<file path="config.mk">
export PLATFORM = sky130hd
export DESIGN_NAME = vga_timing_gen_flat
export DESIGN_NICKNAME = d
export VERILOG_FILES = /design/src/rtl/vga_timing_gen_if.sv /design/src/rtl/vga_timing_gen.sv /design/src/flat_wrapper.sv
export SDC_FILE = /design/constraint.sdc
export NUM_CORES = 1
export LEC_CHECK = 0
export BUFFER_PORTS_ARGS = -buffer_cell sky130_fd_sc_hd__buf_4
export CAP_MARGIN = 30
export CORE_MARGIN = 5
export CORE_UTILIZATION = 30
export CTS_BUF_LIST = sky130_fd_sc_hd__clkbuf_2
export CTS_CLUSTER_DIAMETER = 60
export DETAILED_ROUTE_END_ITERATION = 8
export RECOVER_POWER = 100
export SYNTH_ARGS = -nofsm -noshare
export SYNTH_HDL_FRONTEND = slang
export SYNTH_SLANG_ARGS = --single-unit
</file>
<file path="constraint.sdc">
create_clock -name clk_in -period 2.54 [get_ports clk_in]
set_clock_uncertainty 0.1 [all_clocks]
set_input_delay 0.762 -clock clk_in [delete_from_list [all_inputs] [get_ports clk_in]]
set_output_delay 0.762 -clock clk_in [all_outputs]
set_load 0.03 [all_outputs]
</file>
<file path="src/rtl/vga_timing_gen_if.sv">
// Output bundle of the 640x480@60 timing generator.
// master: the generator drives it; slave: a pixel consumer samples it.
interface vga_timing_gen_if;
  logic [9:0] current_row;
  logic [9:0] current_line;
  logic       enable;
  logic       hsync;
  logic       vsync;
  logic       pixel_tick;
  logic       frame_start;

  modport master (
    output current_row, current_line, enable, hsync, vsync, pixel_tick, frame_start
  );
  modport slave (
    input  current_row, current_line, enable, hsync, vsync, pixel_tick, frame_start
  );
endinterface

</file>
<file path="src/rtl/vga_timing_gen.sv">
// 640x480@60 VGA timing generator.
// A clock divider produces a one-cycle pixel_tick every CLK_DIV clocks.
// Row and line counters advance on that tick.
// Decoded outputs come from the next-state counts, so they line up with the counters.
module vga_timing_gen #(
  parameter int unsigned CLK_DIV = 4
) (
  input  logic             clk_in,
  input  logic             rst_n_in,
  vga_timing_gen_if.master vga
);

  localparam logic [9:0] H_VIS    = 10'd640;
  localparam logic [9:0] H_SYNC_S = 10'd656;
  localparam logic [9:0] H_SYNC_E = 10'd751;
  localparam logic [9:0] H_MAX    = 10'd799;
  localparam logic [9:0] V_VIS    = 10'd480;
  localparam logic [9:0] V_SYNC_S = 10'd490;
  localparam logic [9:0] V_SYNC_E = 10'd491;
  localparam logic [9:0] V_MAX    = 10'd524;
  localparam logic [3:0] DIV_MAX  = 4'(CLK_DIV - 1);

  if (CLK_DIV < 1 || CLK_DIV > 16) begin : g_bad_div
    $error("vga_timing_gen: CLK_DIV must be 1..16");
  end

  logic [3:0] div_q, div_d;
  logic [9:0] row_q, row_d;
  logic [9:0] line_q, line_d;
  logic       tick_q, tick_d;
  logic       en_q, en_d;
  logic       hs_q, hs_d;
  logic       vs_q, vs_d;
  logic       fs_q, fs_d;
  logic       row_wrap;

  // Next-state: divider, counters (an out-of-range count wraps to 0), and decodes of the next counts
  always_comb begin
    div_d    = (div_q >= DIV_MAX) ? 4'd0 : div_q + 4'd1;
    tick_d   = (div_d == DIV_MAX);
    row_d    = row_q;
    line_d   = line_q;
    row_wrap = tick_q && (row_q >= H_MAX);
    if (tick_q) begin
      row_d = (row_q >= H_MAX) ? 10'd0 : row_q + 10'd1;
      if (row_q >= H_MAX)
        line_d = (line_q >= V_MAX) ? 10'd0 : line_q + 10'd1;
    end
    fs_d = row_wrap && (line_q >= V_MAX);
    en_d = (row_d < H_VIS) && (line_d < V_VIS);
    hs_d = !((row_d >= H_SYNC_S) && (row_d <= H_SYNC_E));
    vs_d = !((line_d >= V_SYNC_S) && (line_d <= V_SYNC_E));
  end

  // State and registered outputs; synchronous reset overrides everything
  always_ff @(posedge clk_in) begin
    if (!rst_n_in) begin
      div_q  <= 4'd0;
      row_q  <= 10'd0;
      line_q <= 10'd0;
      tick_q <= 1'b0;
      en_q   <= 1'b0;
      hs_q   <= 1'b1;
      vs_q   <= 1'b1;
      fs_q   <= 1'b0;
    end else begin
      div_q  <= div_d;
      row_q  <= row_d;
      line_q <= line_d;
      tick_q <= tick_d;
      en_q   <= en_d;
      hs_q   <= hs_d;
      vs_q   <= vs_d;
      fs_q   <= fs_d;
    end
  end

  assign vga.current_row  = row_q;
  assign vga.current_line = line_q;
  assign vga.enable       = en_q;
  assign vga.hsync        = hs_q;
  assign vga.vsync        = vs_q;
  assign vga.pixel_tick   = tick_q;
  assign vga.frame_start  = fs_q;

endmodule

</file>
<file path="src/flat_wrapper.sv">
// flat-port wrapper written by rule: the top's interface ports become plain ports
module vga_timing_gen_flat 
#(
  parameter int unsigned CLK_DIV = 4
)
  (clk_in, rst_n_in, vga_current_row, vga_current_line, vga_enable, vga_hsync, vga_vsync, vga_pixel_tick, vga_frame_start);
  vga_timing_gen_if vga_i ();
  input  logic clk_in;
  input  logic rst_n_in;
  output wire logic [$bits(vga_i.current_row)-1:0] vga_current_row;
  output wire logic [$bits(vga_i.current_line)-1:0] vga_current_line;
  output wire logic [$bits(vga_i.enable)-1:0] vga_enable;
  output wire logic [$bits(vga_i.hsync)-1:0] vga_hsync;
  output wire logic [$bits(vga_i.vsync)-1:0] vga_vsync;
  output wire logic [$bits(vga_i.pixel_tick)-1:0] vga_pixel_tick;
  output wire logic [$bits(vga_i.frame_start)-1:0] vga_frame_start;
  assign vga_current_row = vga_i.current_row;
  assign vga_current_line = vga_i.current_line;
  assign vga_enable = vga_i.enable;
  assign vga_hsync = vga_i.hsync;
  assign vga_vsync = vga_i.vsync;
  assign vga_pixel_tick = vga_i.pixel_tick;
  assign vga_frame_start = vga_i.frame_start;
  vga_timing_gen #(.CLK_DIV(CLK_DIV)) u_core (.clk_in(clk_in), .rst_n_in(rst_n_in), .vga(vga_i));
endmodule
</file>
# Word-level counts from Yosys, hierarchy flattened
# Index checks and enable logic that the tools add are counted.
dict set report totals {
  elab_cells 34
  reg_bits 29
  input_bits 2
  output_inout_bits 25
}
dict set report op_classes {
  reduce_logical 7
  addsub 3
  n_eq_ne 1
  n_mux 6
  order_cmp 9
}
# op count
set ops {}
lappend ops {{$mux 10} 5}
lappend ops {{$ge 10x10->1 const B} 3}
lappend ops {{$add 10x1->10 const B} 2}
lappend ops {{$ge 10x9->1 const B} 1}
lappend ops {{$le 10x10->1 const B} 1}
lappend ops {{$le 10x9->1 const B} 1}
lappend ops {{$lt 10x10->1 const B} 1}
lappend ops {{$lt 10x9->1 const B} 1}
lappend ops {{$logic_and 1x1->1} 5}
lappend ops {{$add 4x1->4 const B} 1}
lappend ops {{$eq 4x2->1 const B} 1}
lappend ops {{$ge 4x2->1 const B} 1}
lappend ops {{$mux 4} 1}
lappend ops {{$logic_not 1->1} 2}

# Depth between registers and ports, before layout
# Gate-level depths: netlist of run 1.
dict set report depth {
  ltp_word 7
  depth_mapped 7
  depth_no_buf 6
}

# Least setup slack after synthesis of run 1
# OpenSTA, ideal clock, no wires.
dict set report synth_timing {
  path_type {reg2reg}
  start {register u_core.line_q[4] (netlist: u_core.vga.current_line[4])}
  end {register u_core.vs_q (netlist: u_core.vga.vsync)}
  setup_slack_ps 389
  t_arrival_ps 1919
  stages_incl_launch_ff 8
  t_required_ps 2308
  synth_period_minus_slack_ps 2151
  setup_ps 132
  path_buffers 2
  cell_sequence {dfxtp_1 -> buf_6 -> or4_4 -> o31a_1 -> buf_2 -> nor3_1 -> o21a_1 -> nand4_1}
}
dict set report synth_between {
  elab_chain_cells 7
  word_cells_on_any_way 9
  classes_between {1 x add/sub; 3 x order compare; 3 x mux; 2 x reduce/logical}
}
# element line
set synth_rtl {}
lappend synth_rtl {{start: declaration} vga_timing_gen.sv:29} ;# logic [9:0] line_q, line_d;
lappend synth_rtl {{start signal: assignment} vga_timing_gen.sv:69} ;# line_q <= line_d;
lappend synth_rtl {{$add 10x1->10 or $ge 10x10->1 (tied branches)} vga_timing_gen.sv:47} ;# line_d = (line_q >= V_MAX) ? 10'd0 : line_q + 10'd1;
lappend synth_rtl {{$mux 10} vga_timing_gen.sv:47}
lappend synth_rtl {{$mux 10} vga_timing_gen.sv:46} ;# if (row_q >= H_MAX)
lappend synth_rtl {{$mux 10 (*)} vga_timing_gen.sv:44} ;# if (tick_q) begin
lappend synth_rtl {{$ge 10x9->1 or $le 10x9->1 (tied branches)} vga_timing_gen.sv:52} ;# vs_d = !((line_d >= V_SYNC_S) && (line_d <= V_SYNC_E));
lappend synth_rtl {{$logic_and 1x1->1 (*)} vga_timing_gen.sv:52}
lappend synth_rtl {{$logic_not 1->1 (*)} vga_timing_gen.sv:52}
lappend synth_rtl {{end signal: assignment} vga_timing_gen.sv:73} ;# vs_q <= vs_d;
lappend synth_rtl {{end: declaration} vga_timing_gen.sv:33} ;# logic vs_q, vs_d;
# Mark *: on every way between the ends. The rest lies on a longest branch, timed or not.
# A chain may end at the register's enable or synchronous reset.

# Worst setup path in the final report of run 1
dict set report layout_timing {
  start {register u_core.line_q[6] (netlist: u_core.vga.current_line[6])}
  end {register u_core.vs_q (netlist: u_core.vga.vsync)}
}
# The elaborated chain is that of the path after synthesis.

==> results.py, run 1 <==
metrics = {
    "cts": {
        "cts_max_level": 2,
        "cts_buffers": 5,
        "clk_pin_slew_worst_paths_ns": 0.15,
        "cts_tree": "yes",
        "cts_resized": 0,
        "clk_latency_ns": 0.37,
        "cts_num_sinks": 29,
        "cts_hold_buf": 0,
        "root_buffer": "clkbuf_2",
        "postCtsSetupBuffers": 0,
        "cts.path.max_buffers": 2,
    },
    "status": {
        "status": "complete, no violations",
    },
    "critical_path": {
        "crit_required_ns": 2.68,
        "cp_max_fo": 11,
        "cp.arrival_ns": 2.45,
        "path_class": "flop to flop",
        "endpoint_kind": "flop",
        "startpoint_type": "flop",
    },
    "synth": {
        "synth.cell_area_sq_mm": 0.00153,
        "synth_top_area_cell": "dfxtp_1",
        "syn_avg_cell_area_sq_um": 8.47,
        "synth_top_area_share": 0.379,
        "yosysWarnings": 0,
        "synth_seq_area_share": 0.379,
        "synth_edf_count": 0,
        "synthFlopType": "dfxtp_1",
        "yosys-top-cells-area": "dfxtp_1, nand4_1, nor2_1",
        "netlist_instances": 181,
        "async_flop_share": 0,
        "synth.distinct_cells": 49,
        "synth-seq-cells": 29,
    },
    "sta": {
        "fin_crit_ns": 2.31,
        "tns_ns": 0,
        "slew_viol_final": 0,
        "fmax_ghz": 0.432,
        "finalCritPeriodShare": 0.911,
        "setup_viol": 0,
        "max-slew-margin-rel": 0.629,
        "grt_setup_unrepaired": "false",
        "final-hold-violation-count": 0,
        "tightest_slew_ns": 0.553,
    },
    "grt": {
        "top_usage_layer": "met2",
        "grtUsageMet3": 0.0450,
        "antenna_found_initial": 0,
        "overflow": 0,
        "grt_pass1_vias": 1279,
        "grt_max_degree": 18,
        "track_usage": 0.119,
        "use_met1": 0.156,
        "grt_pass1_wl_microns": 6090,
        "use_met2": 0.174,
    },
    "detailed_routing": {
        "wl_per_cell_microns": 12.9,
        "viasPerCell": 5.01,
        "ant_nets": 0,
        "first_pass_iters": 4,
        "dr_total_vias": 1413,
        "drc": 0,
        "drtIter0Drc": 69,
        "routed_wl_microns": 3640,
    },
    "cells_and_area": {
        "multiInputGateArea_sq_um": 881,
        "antenna_cells": 0,
        "nFillCells": 568,
        "stdcell_count": 282,
        "layout_common_cells": "dfxtp_1, clkbuf_1, nor2_1",
        "final_nets": 217,
        "area_growth_pct": 14.7,
        "regArea_sq_um": 581,
        "drive_above_1_share": 0.108,
        "layout_commonest_cell": "dfxtp_1",
    },
    "floorplan": {
        "die_h_microns": 81.5,
        "die_width_microns": 81.5,
        "die-area_sq_mm": 0.00664,
        "core_sq_mm": 0.00504,
        "num_io_pins": 27,
        "rows": 26,
        "start_util": 0.304,
    },
    "power": {
        "p_per_area_mw_per_mm2": 406,
        "leakage_nw": 0.578,
        "ir_drop_v": 0.000151,
    },
    "placement": {
        "dp_hpwl_microns": 2620,
        "finalWeightedCongestion": 0.824,
        "port_buffers": 26,
        "dp_cells": 274,
    },
    "worst_hold_path": {
        "holdCritPathClass": "flop to flop",
    },
    "job": {
        "max_cap_violations": 0,
    },
}
## state kept, by name, summed over array words and instances (netlist names)
name                     count
u_core.div_q                 4
u_core.vga.current_line     10
u_core.vga.current_row      10
u_core.vga.enable            1
u_core.vga.frame_start       1
u_core.vga.hsync             1
u_core.vga.pixel_tick        1
u_core.vga.vsync             1
## stage by stage
| stage | utilization | setup WS, ns | power [W] | hold WS (ns) | cell area [sq um] |
|---|---|---|---|---|---|
| 6_report | 0.349 | 0.227 | 0.000713 | 0.340 | 1760 |
| 5_1_grt | 0.349 | 0.0743 | 0.000747 | 0.366 | 1760 |
| 2_1_floorplan | - | 0.389 | 0.000481 | 0.299 | 1540 |
| 4_1_cts | 0.369 | 0.232 | 0.000731 | 0.343 | 1860 |
| 3_3_place_gp | 0.361 | 0.274 | 0.000488 | 0.319 | 1820 |
| 3_5_place_dp | 0.361 | 0.278 | 0.000488 | 0.319 | 1820 |
## synthesized netlist by cell type, types with 3 or more instances
library cell,instances
a21boi_0,3
a21boi_1,4
a41oi_1,3
and3_1,3
clkbuf_1,8
dfxtp_1,29
ha_1,4
inv_1,4
nand2_1,14
nand2b_1,3
nand3_1,6
nand4_1,10
nor2_1,15
nor2b_1,5
nor3_1,9
nor4_1,3
o211ai_1,4
o21a_1,4
o21ai_0,6
xnor2_1,5
xor2_1,3
## cells by family after synthesis
family          after synthesis  synth area share
compound gates               42             0.210
simple gates                 81             0.281
flops                        29             0.379
mux                           1           0.00653
xor+xnor                      8            0.0457
fa+ha+maj                     4            0.0327
other cells                   1           0.00245
buf+inv                      15            0.0433
## final timing paths
check                                                           start                          end  slack (ns)  depth (start not counted)
worst max-delay path            u_core.vga.current_line[6]$_SDFF_PN0_  u_core.vga.vsync$_SDFF_PN1_        0.23                          5
worst min-delay path                       u_core.div_q[2]$_SDFF_PN0_   u_core.div_q[1]$_SDFF_PN0_        0.34                          1
worst max register to register  u_core.vga.current_line[6]$_SDFF_PN0_  u_core.vga.vsync$_SDFF_PN1_        0.23                          5
worst min register to register             u_core.div_q[2]$_SDFF_PN0_   u_core.div_q[1]$_SDFF_PN0_        0.34                          1
## critical path: stages (launching register included)
cell and delay (ns):
dfxtp_1 0.41, or4_1 0.58, o31a_1 0.40, o31a_1 0.34, o211ai_1 0.22, nand4_1 0.14
## power breakdown
part	switching [W]	total [W]	internal (W)
combinational	0.0000107	0.0000162	0.00000548
sequential	0.00000183	0.000461	0.000459
clock	0.000167	0.000236	0.0000691
## final cells by class
cell class / count / area share
Clock buffer: 6 / 0.0171
Clock inverter: 2 / 0.00569
Inverter: 4 / 0.00854
Multi-Input combinational cell: 138 / 0.501
Sequential cell: 29 / 0.330
Tap cell: 70 / 0.0498
Timing Repair Buffer: 33 / 0.0875
## per-layer routing
layer / part of all wire / vias to the layer above
li1: - / 718
met3: 0.067 / 6
met5: 0 / -
met1: 0.48 / 656
met2: 0.44 / 33
met4: 0.011 / 0
(Power assumes the default switching activity.)
==> run 2: changes to the inputs <==
--- a/config.mk
+++ b/config.mk
@@ -5,13 +5,13 @@
 export SDC_FILE = /design/constraint.sdc
 export NUM_CORES = 1
 export LEC_CHECK = 0
-export BUFFER_PORTS_ARGS = -buffer_cell sky130_fd_sc_hd__buf_4
 export CAP_MARGIN = 30
 export CORE_MARGIN = 5
 export CORE_UTILIZATION = 30
 export CTS_BUF_LIST = sky130_fd_sc_hd__clkbuf_2
 export CTS_CLUSTER_DIAMETER = 60
 export DETAILED_ROUTE_END_ITERATION = 8
+export DONT_BUFFER_PORTS = 1
 export RECOVER_POWER = 100
 export SYNTH_ARGS = -nofsm -noshare
 export SYNTH_HDL_FRONTEND = slang
==> run 2 against run 1 <==
Net effect:
- critical path type unchanged
- sequential share of layout area is 1.4 points higher
- cell area is 4.1% lower
- wire length is 2.4% higher
- sequential power hardly changed
- worst hold slack worse by 0.0094 ns
- cell count is 5.0% lower
- core utilization is 1.4 points lower
- count of clock-buffer cells in the layout is 1 lower
==> results.py, run 2 (same netlist as run 1, synthesis figures left out) <==
metrics = {
    "floorplan": {
        "die_h_microns": 81.5,
        "start_util": 0.304,
        "num_io_pins": 27,
        "die_width_microns": 81.5,
        "core_sq_mm": 0.00504,
        "die-area_sq_mm": 0.00664,
        "rows": 26,
    },
    "sta": {
        "grt_setup_unrepaired": "false",
        "setup_viol": 0,
        "setup_ws_ns": 0.247,
        "slew_viol_final": 0,
        "max-slew-margin-rel": 0.424,
        "finalCritPeriodShare": 0.903,
        "fin_crit_ns": 2.29,
        "fmax_ghz": 0.436,
        "final-hold-violation-count": 0,
        "tns_ns": 0,
        "tightest_slew_ns": 0.862,
    },
    "placement": {
        "finalWeightedCongestion": 0.854,
        "dp_hpwl_microns": 2700,
        "pre_cts_ws_ns": 0.322,
        "port_buffers": 0,
    },
    "critical_path": {
        "cp.arrival_ns": 2.50,
        "reg2reg_from": "u_core.vga.current_row[0]$_SDFF_PN0_",
        "endpoint_kind": "flop",
        "cp_max_fo": 12,
        "crit_required_ns": 2.75,
        "path_class": "flop to flop",
        "startpoint": "u_core.vga.current_row[0]$_SDFF_PN0_",
        "endpoint": "u_core.vga.current_line[8]$_SDFF_PN0_",
        "startpoint_type": "flop",
        "reg2reg_to": "u_core.vga.current_line[8]$_SDFF_PN0_",
        "r2r_slack_ns": 0.25,
        "reg2reg_depth": 6,
    },
    "worst_hold_path": {
        "min_from": "u_core.div_q[2]$_SDFF_PN0_",
        "holdCritPathClass": "flop to flop",
    },
    "grt": {
        "overflow": 0,
        "grt_max_degree": 18,
        "track_usage": 0.124,
        "grt_pass1_wl_microns": 6360,
        "antenna_found_initial": 0,
        "grt_pass1_vias": 1318,
    },
    "cells_and_area": {
        "layout_common_cells": "dfxtp_1, clkbuf_1, nor2_1",
        "layout_commonest_cell": "dfxtp_1",
        "nFillCells": 561,
        "final_nets": 203,
        "drive_above_1_share": 0.0758,
        "antenna_cells": 0,
        "area_growth_pct": 10.0,
        "postLayoutCoreUtil": 0.334,
    },
    "power": {
        "p_per_area_mw_per_mm2": 424,
        "comb_power_share": 0.013,
        "swShare": 0.262,
        "leakage_nw": 0.529,
        "p_seq_frac": 0.647,
        "ir_drop_v": 0.000134,
        "p_int_w": 0.000527,
        "power_frac_clock": 0.339,
        "p_sw_w": 0.000187,
    },
    "cts": {
        "cts_buffers": 5,
        "cts_max_level": 2,
        "cts_resized": 0,
        "cts.path.max_buffers": 2,
        "cts_hold_buf": 0,
        "cts_num_sinks": 29,
        "clk_latency_ns": 0.38,
        "cts_tree": "yes",
        "clk_pin_slew_worst_paths_ns": 0.16,
        "root_buffer": "clkbuf_2",
        "postCtsSetupBuffers": 0,
    },
    "status": {
        "status": "complete, no violations",
    },
    "detailed_routing": {
        "drtIter0Drc": 94,
        "wl_per_cell_microns": 13.9,
        "viasPerCell": 5.18,
        "drc": 0,
        "ant_nets": 0,
        "routed_wl_microns": 3720,
        "first_pass_iters": 4,
        "dr_total_vias": 1389,
    },
    "job": {
        "max_cap_violations": 0,
    },
}
[run 2: per-stage QoR]
step	hold WS, ns	total power (W)	instances	instance area, sq um
floorplan	0.299	0.000481	182	1540
global placement	0.310	0.000482	260	1720
detailed placement	0.310	0.000482	260	1720
CTS	0.333	0.000725	268	1760
global route	0.374	0.000743	268	1690
finish	0.330	0.000714	268	1690
[run 2: worst min-delay path by stage]
| stage | slack (ns) | cells after the start | endpoint |
|---|---|---|---|
| finish | 0.33 | 1 | u_core.div_q[1]$_SDFF_PN0_ |
| global route | 0.37 | 1 | u_core.div_q[0]$_SDFF_PN0_ |
| CTS | 0.33 | 1 | u_core.div_q[1]$_SDFF_PN0_ |
| detailed placement | 0.31 | 1 | u_core.div_q[1]$_SDFF_PN0_ |
| global placement | 0.31 | 1 | u_core.div_q[1]$_SDFF_PN0_ |
| floorplan | 0.30 | 1 | u_core.div_q[1]$_SDFF_PN0_ |
[run 2: layer usage]
| layer | track usage | vias to the layer above | routed length [microns] |
|---|---|---|---|
| met5 | 0 | - | 0 |
| met4 | 0.0355 | 0 | 48 |
| met3 | 0.0669 | 5 | 360 |
| met2 | 0.191 | 30 | 1650 |
| met1 | 0.148 | 659 | 1660 |
| li1 | - | 695 | - |
[run 2: power groups by stage]
stage | clock, W | combinational (W) | sequential [W]
floorplan | 0 | 0.00000832 | 0.000473
global placement | 0 | 0.00000968 | 0.000472
detailed placement | 0 | 0.00000972 | 0.000472
CTS | 0.000252 | 0.00000973 | 0.000463
global route | 0.000268 | 0.0000110 | 0.000464
finish | 0.000242 | 0.00000948 | 0.000463
[run 2: area by class of cell]
| cell class | instances | area (sq um) | share of cell area |
|---|---|---|---|
| Clock buffer | 5 | 25.0 | 0.0148 |
| Clock inverter | 3 | 17.5 | 0.0104 |
| Inverter | 4 | 15.0 | 0.00890 |
| Tap cell | 70 | 87.6 | 0.0519 |
| Sequential cell | 29 | 581 | 0.344 |
| Timing Repair Buffer | 19 | 75.1 | 0.0445 |
| Multi-Input combinational cell | 138 | 886 | 0.525 |
[run 2: critical path: stages, from the launching register on]
cell      delay [ns]
dfxtp_1         0.36
ha_1            0.22
nand4_1         0.16
a21boi_1        0.70
nand2_2         0.12
or4_1           0.43
a21boi_1        0.14
==> run 3: changes to the inputs <==
--- a/config.mk
+++ b/config.mk
@@ -5,6 +5,7 @@
 export SDC_FILE = /design/constraint.sdc
 export NUM_CORES = 1
 export LEC_CHECK = 0
+export ABC_AREA = 1
 export CAP_MARGIN = 30
 export CORE_MARGIN = 5
 export CORE_UTILIZATION = 30
==> run 3 against run 2 <==
Net effect:
- wire length up 2.3%
- sequential power about the same
- fmax up 4.2%
- die area up 3.4%
- largest cell class unchanged
- highest routed layer unchanged
==> results.py, run 3 <==
metrics = {
    "status": {
        "status": "complete, no violations",
    },
    "sta": {
        "fmax_ghz": 0.455,
        "grt_setup_unrepaired": "false",
        "tightest_slew_ns": 0.609,
        "setup_viol": 0,
        "fin_crit_ns": 2.20,
        "tns_ns": 0,
        "final-hold-violation-count": 0,
        "max-slew-margin-rel": 0.594,
        "holdWs_ns": 0.363,
        "slew_viol_final": 0,
        "finalCritPeriodShare": 0.866,
    },
    "detailed_routing": {
        "first_pass_iters": 4,
        "viasPerCell": 4.50,
        "dr_total_vias": 1486,
        "drtIter0Drc": 116,
        "ant_nets": 0,
        "wl_per_cell_microns": 11.5,
        "drc": 0,
        "routed_wl_microns": 3810,
    },
    "synth": {
        "synth_top_area_cell": "dfxtp_1",
        "synth_edf_count": 0,
        "yosys-top-cells-area": "dfxtp_1, nand2_1, nor2_1",
        "synthFlopType": "dfxtp_1",
        "yosysMostFrequentCell": "nand2_1",
        "synth_seq_area_share": 0.365,
        "synth.cell_area_sq_mm": 0.00159,
        "synth-seq-cells": 29,
        "synthTopCellsByCount": "nand2_1, nor2_1, inv_1",
        "synth_top_area_share": 0.365,
        "yosysWarnings": 0,
        "syn_avg_cell_area_sq_um": 6.63,
        "netlist_instances": 240,
        "async_flop_share": 0,
        "synth.distinct_cells": 27,
    },
    "critical_path": {
        "endpoint_kind": "output pin",
        "crit_required_ns": 1.68,
        "cp_cell_sequence": "clkbuf_1",
        "path_class": "flop to output pin",
        "critPathTopFamily": "flip-flops",
        "reg2reg_to": "u_core.vga.vsync$_SDFF_PN1_",
        "cp_max_fo": 8,
        "r2r_slack_ns": 0.43,
        "reg2reg_from": "u_core.vga.current_line[2]$_SDFF_PN0_",
        "cp_slowest_cell": "dfxtp_1",
        "worst_path_largest_cell_delay_ns": 0.51,
        "cp_num_buf_inv": 1,
        "startpoint_type": "flop",
        "reg2reg_depth": 9,
        "cp.arrival_ns": 1.34,
    },
    "floorplan": {
        "die-area_sq_mm": 0.00686,
        "core_sq_mm": 0.00514,
        "rows": 26,
        "die_h_microns": 82.8,
        "die_width_microns": 82.8,
        "num_io_pins": 27,
        "start_util": 0.310,
    },
    "grt": {
        "track_usage": 0.117,
        "grt_max_degree": 16,
        "grt_pass1_vias": 1429,
        "antenna_found_initial": 0,
        "grt_pass1_wl_microns": 6640,
        "overflow": 0,
    },
    "power": {
        "p_per_area_mw_per_mm2": 403,
        "leakage_nw": 0.818,
        "ir_drop_v": 0.000166,
    },
    "cells_and_area": {
        "nFillCells": 605,
        "layout_commonest_cell": "nand2_1",
        "area_growth_pct": 10.1,
        "layout_common_cells": "nand2_1, nor2_1, inv_1",
        "drive_above_1_share": 0.0731,
        "antenna_cells": 0,
        "final_nets": 265,
    },
    "cts": {
        "clk_latency_ns": 0.36,
        "root_buffer": "clkbuf_2",
        "cts.path.max_buffers": 2,
        "postCtsSetupBuffers": 0,
        "cts_hold_buf": 0,
        "cts_buffers": 5,
        "cts_num_sinks": 29,
        "clk_pin_slew_worst_paths_ns": 0.16,
        "cts_resized": 0,
        "cts_tree": "yes",
        "cts_max_level": 2,
    },
    "placement": {
        "dp_hpwl_microns": 2990,
        "port_buffers": 0,
        "finalWeightedCongestion": 0.801,
    },
    "worst_hold_path": {
        "holdCritPathClass": "flop to flop",
        "hold_end": "u_core.div_q[0]$_SDFF_PN0_",
        "min_path_cells": 1,
        "min_from": "u_core.div_q[0]$_SDFF_PN0_",
    },
    "job": {
        "max_cap_violations": 0,
    },
}
==> run 3: changes by cell type after synthesis, moves of 5 or more <==
cell | before | now
nand2_1 | 14 | 63
inv_1 | 4 | 35
nor2_1 | 15 | 36
nand3_1 | 6 | 21
a21oi_1 | 2 | 10
clkbuf_1 | 8 | 1
nor2b_1 | 5 | 0
o21ai_0 | 6 | 1
==> run 3: layer usage <==
| metal | global-route usage | share of wire | up-vias |
|---|---|---|---|
| li1 | - | - | 789 |
| met1 | 0.149 | 0.46 | 655 |
| met4 | 0.0624 | 0.023 | 0 |
| met5 | 0 | 0 | - |
| met3 | 0.0297 | 0.057 | 10 |
| met2 | 0.181 | 0.45 | 32 |
==> run 3: layout make-up <==
type,count,area [sq um],area share
clock buffer,5,25.0,0.0143
clock inverter,3,12.5,0.00714
inverter,36,135,0.0771
multi-input combinational,173,843,0.481
sequential,29,581,0.331
tap,70,87.6,0.0500
timing repair buffer,14,67.6,0.0386
==> run 3: cells by family after synthesis <==
logic type | count (synthesis) | synth area share
AOI/OAI and AO/OA | 16 | 0.0574
xor gates and xnor gates | 1 | 0.00550
adders and majority gates | 4 | 0.0314
buffers and inverters | 39 | 0.0936
DFF | 29 | 0.365
other | 1 | 0.00236
and+or+nand+nor | 150 | 0.445
==> run 3: how the worst max path moves through the flow <==
stage,startpoint,end,slack (ns),depth (start not counted)
3_3_place_gp,u_core.vga.current_line[3]$_SDFF_PN0_,u_core.vga.vsync$_SDFF_PN1_,0.64,11
5_1_grt,u_core.vga.current_line[2]$_SDFF_PN0_,u_core.vga.vsync$_SDFF_PN1_,0.20,9
4_1_cts,u_core.vga.pixel_tick$_SDFF_PN0_,vga_pixel_tick,0.53,1
3_5_place_dp,u_core.vga.current_row[4]$_SDFF_PN0_,u_core.vga.vsync$_SDFF_PN1_,0.61,13
2_1_floorplan,u_core.vga.current_row[0]$_SDFF_PN0_,u_core.vga.vsync$_SDFF_PN1_,0.59,14
6_report,u_core.vga.pixel_tick$_SDFF_PN0_,vga_pixel_tick,0.34,1
==> run 3: power by group <==
| group | internal (W) | total (W) | switching [W] |
|---|---|---|---|
| clock | 0.0000602 | 0.000228 | 0.000168 |
| combinational | 0.00000339 | 0.0000158 | 0.0000124 |
| sequential | 0.000459 | 0.000463 | 0.00000378 |
==> run 3: per-stage QoR <==
step                 util  power (W)  cells  worst slack, ns  instance area, sq um
floorplan               -   0.000484    241            0.593                  1600
global placement    0.345   0.000489    322            0.641                  1770
detailed placement  0.345   0.000489    322            0.614                  1770
CTS                 0.352   0.000721    330            0.531                  1810
global route        0.341   0.000737    330            0.200                  1750
finish              0.341   0.000707    330            0.340                  1750
